[src/rtl/video_pkg.sv]
// Shared constants, types and address/colour helpers for the Spectrum-class video generator.
package video_pkg;

   // Default 48K raster timing.
   localparam logic [8:0] H_TOTAL_48K  = 9'd448;
   localparam logic [8:0] V_TOTAL_48K  = 9'd312;
   localparam logic [8:0] HB_START_48K = 9'd320;
   localparam logic [8:0] HB_END_48K   = 9'd416;
   localparam logic [8:0] HS_START_48K = 9'd344;
   localparam logic [8:0] HS_END_48K   = 9'd376;
   localparam logic [8:0] VB_START_48K = 9'd248;
   localparam logic [8:0] VB_END_48K   = 9'd256;
   localparam logic [8:0] VS_LINES_48K = 9'd4;
   localparam logic [8:0] IRQ_LEN_48K  = 9'd64;

   localparam logic [8:0] DISP_W  = 9'd256;
   localparam logic [8:0] DISP_H  = 9'd192;
   localparam logic [8:0] DISP_X0 = 9'd8;

   localparam logic [2:0] ATTR_BASE = 3'b110;

   localparam int G_IDX = 2;
   localparam int R_IDX = 1;
   localparam int B_IDX = 0;

   typedef enum logic [2:0] {
      PH_BITMAP   = 3'd0,
      PH_BM_LATCH = 3'd1,
      PH_AT_LATCH = 3'd2,
      PH_LOAD     = 3'd7
   } fetch_phase_e;

   typedef struct packed {
      logic r;
      logic g;
      logic b;
      logic i;
   } rgbi_t;

   // Bitmap rows are interleaved: thirds, then pixel row, then character row.
   function automatic logic [12:0] bitmap_addr(input logic [7:0] y, input logic [4:0] c);
      return {y[7:6], y[2:0], y[5:3], c};
   endfunction

   function automatic logic [12:0] attr_addr(input logic [7:0] y, input logic [4:0] c);
      return {ATTR_BASE, y[7:3], c};
   endfunction

   function automatic rgbi_t grb_to_rgbi(input logic [2:0] grb, input logic intensity);
      rgbi_t o;
      o.r = grb[R_IDX];
      o.g = grb[G_IDX];
      o.b = grb[B_IDX];
      o.i = intensity;
      return o;
   endfunction

endpackage

[src/rtl/vid_timing.sv]
// Raster timing: pixel/line counters, registered sync, blank and frame irq, and the flash counter.
module vid_timing
   import video_pkg::*;
#(
   parameter logic [8:0] H_TOTAL  = H_TOTAL_48K,
   parameter logic [8:0] V_TOTAL  = V_TOTAL_48K,
   parameter logic [8:0] HB_START = HB_START_48K,
   parameter logic [8:0] HB_END   = HB_END_48K,
   parameter logic [8:0] HS_START = HS_START_48K,
   parameter logic [8:0] HS_END   = HS_END_48K,
   parameter logic [8:0] VB_START = VB_START_48K,
   parameter logic [8:0] VB_END   = VB_END_48K,
   parameter logic [8:0] VS_LINES = VS_LINES_48K,
   parameter logic [8:0] IRQ_LEN  = IRQ_LEN_48K
) (
   input  logic       clock,
   input  logic       reset,
   input  logic       ce,
   output logic [8:0] hc,
   output logic [8:0] vc,
   output logic       blank_next,
   output logic       flash_phase,
   output logic       hsync,
   output logic       vsync,
   output logic       blank,
   output logic       irq
);

   logic [8:0] hc_r;
   logic [8:0] vc_r;
   logic [4:0] flash_r;
   logic       hsync_r;
   logic       vsync_r;
   logic       blank_r;
   logic       irq_r;

   logic       hc_last_s;
   logic       vc_last_s;
   logic       hsync_s;
   logic       vsync_s;
   logic       blank_s;
   logic       irq_s;

   // Decode the current raster position.
   always_comb begin
      hc_last_s = (hc_r == (H_TOTAL - 9'd1));
      vc_last_s = (vc_r == (V_TOTAL - 9'd1));
      hsync_s   = (hc_r >= HS_START) && (hc_r < HS_END);
      vsync_s   = (vc_r >= VB_START) && (vc_r < (VB_START + VS_LINES));
      blank_s   = ((hc_r >= HB_START) && (hc_r < HB_END)) ||
                  ((vc_r >= VB_START) && (vc_r < VB_END));
      irq_s     = (vc_r == VB_START) && (hc_r < IRQ_LEN);
   end

   // Pixel, line and frame counters.
   always_ff @(posedge clock) begin
      if (reset) begin
         hc_r    <= 9'd0;
         vc_r    <= 9'd0;
         flash_r <= 5'd0;
      end else if (ce) begin
         if (hc_last_s) begin
            hc_r <= 9'd0;
            if (vc_last_s) begin
               vc_r    <= 9'd0;
               flash_r <= flash_r + 5'd1;
            end else begin
               vc_r <= vc_r + 9'd1;
            end
         end else begin
            hc_r <= hc_r + 9'd1;
         end
      end
   end

   // Registered so these line up with the colour outputs of the same position.
   always_ff @(posedge clock) begin
      if (reset) begin
         hsync_r <= 1'b0;
         vsync_r <= 1'b0;
         blank_r <= 1'b0;
         irq_r   <= 1'b0;
      end else if (ce) begin
         hsync_r <= hsync_s;
         vsync_r <= vsync_s;
         blank_r <= blank_s;
         irq_r   <= irq_s;
      end
   end

   assign hc          = hc_r;
   assign vc          = vc_r;
   assign blank_next  = blank_s;
   assign flash_phase = flash_r[4];
   assign hsync       = hsync_r;
   assign vsync       = vsync_r;
   assign blank       = blank_r;
   assign irq         = irq_r;

endmodule

[src/rtl/video_gen.sv]
// Spectrum-class pixel/attribute fetch and RGBI raster generator.
// Optional floating-bus output enabled by defining VIDEO_FLOATBUS_EN.
module video_gen
   import video_pkg::*;
#(
   parameter logic [8:0] H_TOTAL  = H_TOTAL_48K,
   parameter logic [8:0] V_TOTAL  = V_TOTAL_48K,
   parameter logic [8:0] HB_START = HB_START_48K,
   parameter logic [8:0] HB_END   = HB_END_48K,
   parameter logic [8:0] HS_START = HS_START_48K,
   parameter logic [8:0] HS_END   = HS_END_48K,
   parameter logic [8:0] VB_START = VB_START_48K,
   parameter logic [8:0] VB_END   = VB_END_48K,
   parameter logic [8:0] VS_LINES = VS_LINES_48K,
   parameter logic [8:0] IRQ_LEN  = IRQ_LEN_48K
) (
   input  logic        clock,
   input  logic        reset,
   input  logic        ce,
   input  logic [2:0]  border,
   output logic [12:0] a,
   input  logic [7:0]  d,
   output logic        r,
   output logic        g,
   output logic        b,
   output logic        i,
   output logic        hsync,
   output logic        vsync,
   output logic        blank,
`ifdef VIDEO_FLOATBUS_EN
   output logic [7:0]  bus,
`endif
   output logic        irq
);

   logic [8:0]  hc_s;
   logic [8:0]  vc_s;
   logic        blank_next_s;
   logic        flash_phase_s;

   logic        fetch_win_s;
   logic        disp_win_s;
   logic [4:0]  col_s;
   logic [7:0]  line_s;
   logic        inv_s;
   logic        pix_s;
   rgbi_t       colour_s;

   logic [12:0] a_r;
   logic [7:0]  bm_latch_r;
   logic [7:0]  at_latch_r;
   logic [7:0]  shift_r;
   logic [7:0]  attr_r;
   rgbi_t       colour_r;

   vid_timing #(
      .H_TOTAL  (H_TOTAL),
      .V_TOTAL  (V_TOTAL),
      .HB_START (HB_START),
      .HB_END   (HB_END),
      .HS_START (HS_START),
      .HS_END   (HS_END),
      .VB_START (VB_START),
      .VB_END   (VB_END),
      .VS_LINES (VS_LINES),
      .IRQ_LEN  (IRQ_LEN)
   ) u_timing (
      .clock       (clock),
      .reset       (reset),
      .ce          (ce),
      .hc          (hc_s),
      .vc          (vc_s),
      .blank_next  (blank_next_s),
      .flash_phase (flash_phase_s),
      .hsync       (hsync),
      .vsync       (vsync),
      .blank       (blank),
      .irq         (irq)
   );

   // Fetch runs one character column ahead of the displayed column.
   always_comb begin
      fetch_win_s = (vc_s < DISP_H) && (hc_s < DISP_W);
      disp_win_s  = (vc_s < DISP_H) && (hc_s >= DISP_X0) && (hc_s < (DISP_X0 + DISP_W));
      col_s       = hc_s[7:3];
      line_s      = vc_s[7:0];
   end

   // Address generation and bitmap/attribute latches.
   always_ff @(posedge clock) begin
      if (reset) begin
         a_r        <= 13'd0;
         bm_latch_r <= 8'd0;
         at_latch_r <= 8'd0;
      end else if (ce && fetch_win_s) begin
         case (hc_s[2:0])
            PH_BITMAP: begin
               a_r <= bitmap_addr(line_s, col_s);
            end
            PH_BM_LATCH: begin
               bm_latch_r <= d;
               a_r        <= attr_addr(line_s, col_s);
            end
            PH_AT_LATCH: begin
               at_latch_r <= d;
            end
            default: begin
               a_r <= a_r;
            end
         endcase
      end
   end

   // Pixel shifter and the attribute that applies to it.
   always_ff @(posedge clock) begin
      if (reset) begin
         shift_r <= 8'd0;
         attr_r  <= 8'd0;
      end else if (ce) begin
         if (fetch_win_s && (hc_s[2:0] == PH_LOAD)) begin
            shift_r <= bm_latch_r;
            attr_r  <= at_latch_r;
         end else begin
            shift_r <= {shift_r[6:0], 1'b0};
         end
      end
   end

   // Colour select: flash inverts the pixel, blanking overrides everything.
   always_comb begin
      inv_s    = attr_r[7] & flash_phase_s;
      pix_s    = shift_r[7] ^ inv_s;
      colour_s = rgbi_t'(4'b0000);
      if (blank_next_s) begin
         colour_s = rgbi_t'(4'b0000);
      end else if (disp_win_s) begin
         if (pix_s) begin
            colour_s = grb_to_rgbi(attr_r[2:0], attr_r[6]);
         end else begin
            colour_s = grb_to_rgbi(attr_r[5:3], attr_r[6]);
         end
      end else begin
         colour_s = grb_to_rgbi(border, 1'b0);
      end
   end

   // Colour output register.
   always_ff @(posedge clock) begin
      if (reset) begin
         colour_r <= rgbi_t'(4'b0000);
      end else if (ce) begin
         colour_r <= colour_s;
      end
   end

`ifdef VIDEO_FLOATBUS_EN
   logic [7:0] bus_r;

   // Floating bus shows the byte the ULA is reading, otherwise idles high.
   always_ff @(posedge clock) begin
      if (reset) begin
         bus_r <= 8'hFF;
      end else if (ce) begin
         if (fetch_win_s && ((hc_s[2:0] == PH_BM_LATCH) || (hc_s[2:0] == PH_AT_LATCH))) begin
            bus_r <= d;
         end else begin
            bus_r <= 8'hFF;
         end
      end
   end

   assign bus = bus_r;
`endif

   assign a = a_r;
   assign r = colour_r.r;
   assign g = colour_r.g;
   assign b = colour_r.b;
   assign i = colour_r.i;

endmodule
[config.mk]
export PLATFORM = sky130hd
export DESIGN_NAME = video_gen
export DESIGN_NICKNAME = d
export VERILOG_FILES = /design/src/rtl/video_pkg.sv /design/src/rtl/vid_timing.sv /design/src/rtl/video_gen.sv
export SDC_FILE = /design/constraint.sdc
export NUM_CORES = 1
export LEC_CHECK = 0
export BUFFER_PORTS_ARGS = -buffer_cell sky130_fd_sc_hd__buf_4
export CORE_ASPECT_RATIO = 1.5
export CORE_MARGIN = 2
export CORE_UTILIZATION = 58
export DETAILED_ROUTE_END_ITERATION = 10
export GPL_TIMING_DRIVEN = 0
export PLACE_DENSITY = 0.79
export SETUP_SLACK_MARGIN = 0.05
export SYNTH_ARGS = -nofsm -noshare
export SYNTH_HDL_FRONTEND = slang
export SYNTH_HIERARCHICAL = 1
export SYNTH_SLANG_ARGS = --single-unit
export TNS_END_PERCENT = 10
[constraint.sdc]
create_clock -name clock -period 2.5 [get_ports clock]
set_input_delay 0.125 -clock clock [delete_from_list [all_inputs] [get_ports clock]]
set_output_delay 0.125 -clock clock [all_outputs]
set_load 0.05 [all_outputs]
==> summary.md <==
| Metric | Value |
|---|---|
| CP arrival | between 2000 and 2500 ps |
| Clk buf depth | 2 |
| Buf+Inv Stages, Crit Path | 0 |
| Crit path cell chain | a211oi_2 -> nand4_1 -> mux2i_1 -> nor2_1 |
| Initial antenna violation count | 0 |
| Clock power share | a little over two fifths |
| Final Hold Fails | 0 |
| Worst-margin pin slew | about 600 ps |
| Starting density of the core | about three fifths |
| Ports | 35 |
| Initial DRC count | 191 |
| Top delay family on crit path | simple AND/OR/NAND/NOR gates |
| EDFF count, synth | 0 |
| Post-route design area | 3920 sq um |
| #FFs+latches synth | between 70 and 80 |
| Crit-path max cell delay | roughly 570 ps |
| LEAKAGE | 0.00162 uW |
| Setup WS pre-CTS | 464 ps |
| DIE AREA | 6370 sq um |
| Die Y | 96.8 um |
| Syn_nets | ~390 |
| TNS Setup | 0 ps |
| Htree depth | 3 |
| Vias per cell | just under 6 |
| CP Class | register to register |
| Post-Synthesis Cells | between 300 and 400 |
| Vias | between 2000 and 3000 |
| Status | finished, final reports clean |
| Post-route antenna net violation count | 0 |
| Worst vdd ir | ~0.43 mV |
| Root Driver | clkbuf_8 |
| Vias in the first global route | about 2800 |
| Synth cell types | 49 |
| Crit path time final | between 2000 and 2500 ps |
| Switching Power | 610 uW |
| Core area | between 5000 and 6000 sq um |
| Comb power frac | 7.8% |
| Fmax | 0.485 GHz |
| Share of layout cells above drive strength 1 | between 10% and 20% |
| Worst EP required | roughly 2700 ps |
| Clock latency at the later pin of the worst-skew pair | between 300 and 400 ps |
| Total track usage | about a quarter |
| 1st-pass router iterations | 4 |
| Synth top area share | 45.7% |
| CTS tree | done |
| Max-slew violations | 0 |
| Nets | between 400 and 500 |
| Post-synth top area cell | dfxtp_1 |
| Ys flop type | dfxtp_1 |
| Ys async rst share | 0% |
| Average size of a mapped cell | between 9 and 10 sq um |
| Die width | 65.8 um |
| Max Cap Viol | 0 |
| IO buf count | 34 |
| DRC errors left | 0 |
| Number of diodes | 0 |
| RD Place Congestion | 0.897 |
| Synth-to-Final Area Change | 17.8% |
| Clk_skew | between 6 and 7 ps |
| Wire length per cell | 15.8 um |
| Cts bufs inserted | 9 |
| Slowest-stage cell, CP | nand4_1 |
| Row count | 33 |
| Cell area after synthesis | 3330 sq um |
| Post-CTS Repair Setup Buffers | 0 |
| Ranking of synthesized cells by area | dfxtp_1, mux2i_1, nor2_1 |
| Pwr dens | roughly 670 nW/um^2 |
| GRT overflow | 0 |
| First-pass GRT wire length | between 10000 and 15000 um |
| CP Launch Type | register |
| Hold Buf Count CTS | 0 |
| Slew headroom | around 60% |
| RSZ-0062 raised after global routing | no |
| Synthesis warning total | 6 |
| Final setup violation count | 0 |
| Post-CTS resize count | 0 |
| HPWL Detailed | around 5600 um |
| Hold crit path type | input pin to register |
| Clock-pin slew on the worst setup and hold paths | about 80 ps |
| Tcrit/Tclk final | 82.4% |
| Reg power frac | 48.3% |
| Placed Area | around 3700 sq um |
| Largest net degree at the start of global routing | 14 |
| Seq/Total Area, Yosys | 45.7% |
| CP endpoint kind | register |
| FILL cells | between 400 and 500 |
| Fin Hold WS | roughly 17 ps |
| Final WL | a little under 8000 um |
| Crit path setup slack, layout | ~440 ps |
| Pint | around 2000 uW |
| Clock Sinks | between 70 and 80 |
| Critical path fanouts, max | 9 |
| Switching share of power | 23.3% |
## routing by layer
metal | up-vias | part of all wire [%] | global-route usage, %
li1 | 1383 | - | -
met1 | 1340 | 37 | 26.0
met2 | 71 | 56 | 47.3
met3 | 20 | 3.8 | 6.28
met4 | 0 | 3.0 | 13.0
met5 | - | 0 | 0
## per-stage QoR
| step | instances | power (uW) | util [%] |
|---|---|---|---|
| 2_1_floorplan | 367 | 1420 | - |
| 3_3_place_gp | 471 | 1490 | 66.8 |
| 3_5_place_dp | 471 | 1490 | 66.8 |
| 4_1_cts | 487 | 2630 | 71.4 |
| 5_1_grt | 487 | 2710 | 71.4 |
| 6_report | 487 | 2610 | 71.4 |
## flip-flops by register name, summed over array words and instances, names as in the netlist
| register | cells |
|---|---|
| a | 13 |
| at_latch_r | 8 |
| attr_r | 8 |
| b | 1 |
| bm_latch_r | 8 |
| g | 1 |
| i | 1 |
| r | 1 |
| shift_r | 8 |
| u_timing/blank | 1 |
| u_timing/flash_r | 5 |
| u_timing/hc | 9 |
| u_timing/hsync | 1 |
| u_timing/irq | 1 |
| u_timing/vc | 9 |
| u_timing/vsync | 1 |
## synthesized netlist by cell type, types with 3 or more instances
master,count
clkbuf_1,12
inv_1,5
buf_2,4
nor2_1,54
nand2_1,37
a211oi_1,9
nand2b_1,7
nand4_1,7
nor3_1,7
xnor2_1,5
o31ai_1,9
mux2i_1,39
dfxtp_1,76
and3_1,5
a41oi_1,3
or4_1,6
nand3_1,8
xor2_1,4
ha_1,4
a21oi_1,22
o21ai_0,6
and2_1,5
## worst register-to-register path, stage by stage (launching register included)
cell and delay [ps]:
dfxtp_1 430, a211oi_2 550, nand4_1 570, mux2i_1 320
nor2_1 70
## final timing paths
path                                       to  cells after the start            from  slack, ps
worst max-delay path            at_latch_r[5]                      4  u_timing/vc[6]        440
worst min-delay path                        r                      3       border[1]         20
worst max register to register  at_latch_r[5]                      4  u_timing/vc[6]        440
worst min register to register   u_timing/irq                      2    u_timing/irq        460
## kinds of logic after synthesis
group	share of synthesized area, %
and+or+nand+nor	23.4
DFF	45.7
AOI/OAI and AO/OA	12.0
muxes	11.7
buffers and inverters	3.31
xor gates and xnor gates	2.37
adders and majority gates	1.50
## cell type report
class,instances,area (sq um),share of cell area [%]
plain buffers,20,91.3,2.33
clock inverters,6,111,2.84
multi-input cells,266,1700,43.3
flip-flops and latches,76,1520,38.8
well taps,70,87.6,2.23
repair buffers,34,255,6.51
clock buffers,10,138,3.51
inverters,5,18.8,0.479
## cells in the final DEF (no fill, tap or decap), types with 3 or more instances in the layout
master and count:
dfxtp_1 76, nor2_1 54, mux2i_1 39, nand2_1 37, buf_4 34, a21oi_1 22, clkbuf_1 12, clkbuf_8 10
a211oi_1 9, o31ai_1 9, nand3_1 8, nand4_1 7, nand2b_1 7, nor3_1 7, o21ai_0 6, or4_1 6
and3_1 5, and2_1 5, inv_1 5, xnor2_1 5, buf_2 4, xor2_1 4, ha_1 4, a41oi_1 3
bufinv_16 3
## power by group through the flow
stage	combinational (uW)	sequential (uW)	clock [uW]
final	203	1260	1150
after global routing	220	1270	1220
after CTS	204	1260	1170
after detailed placement	203	1290	0
after global placement	198	1290	0
after floorplan	106	1320	0
Power figures use the tool's default switching activity.
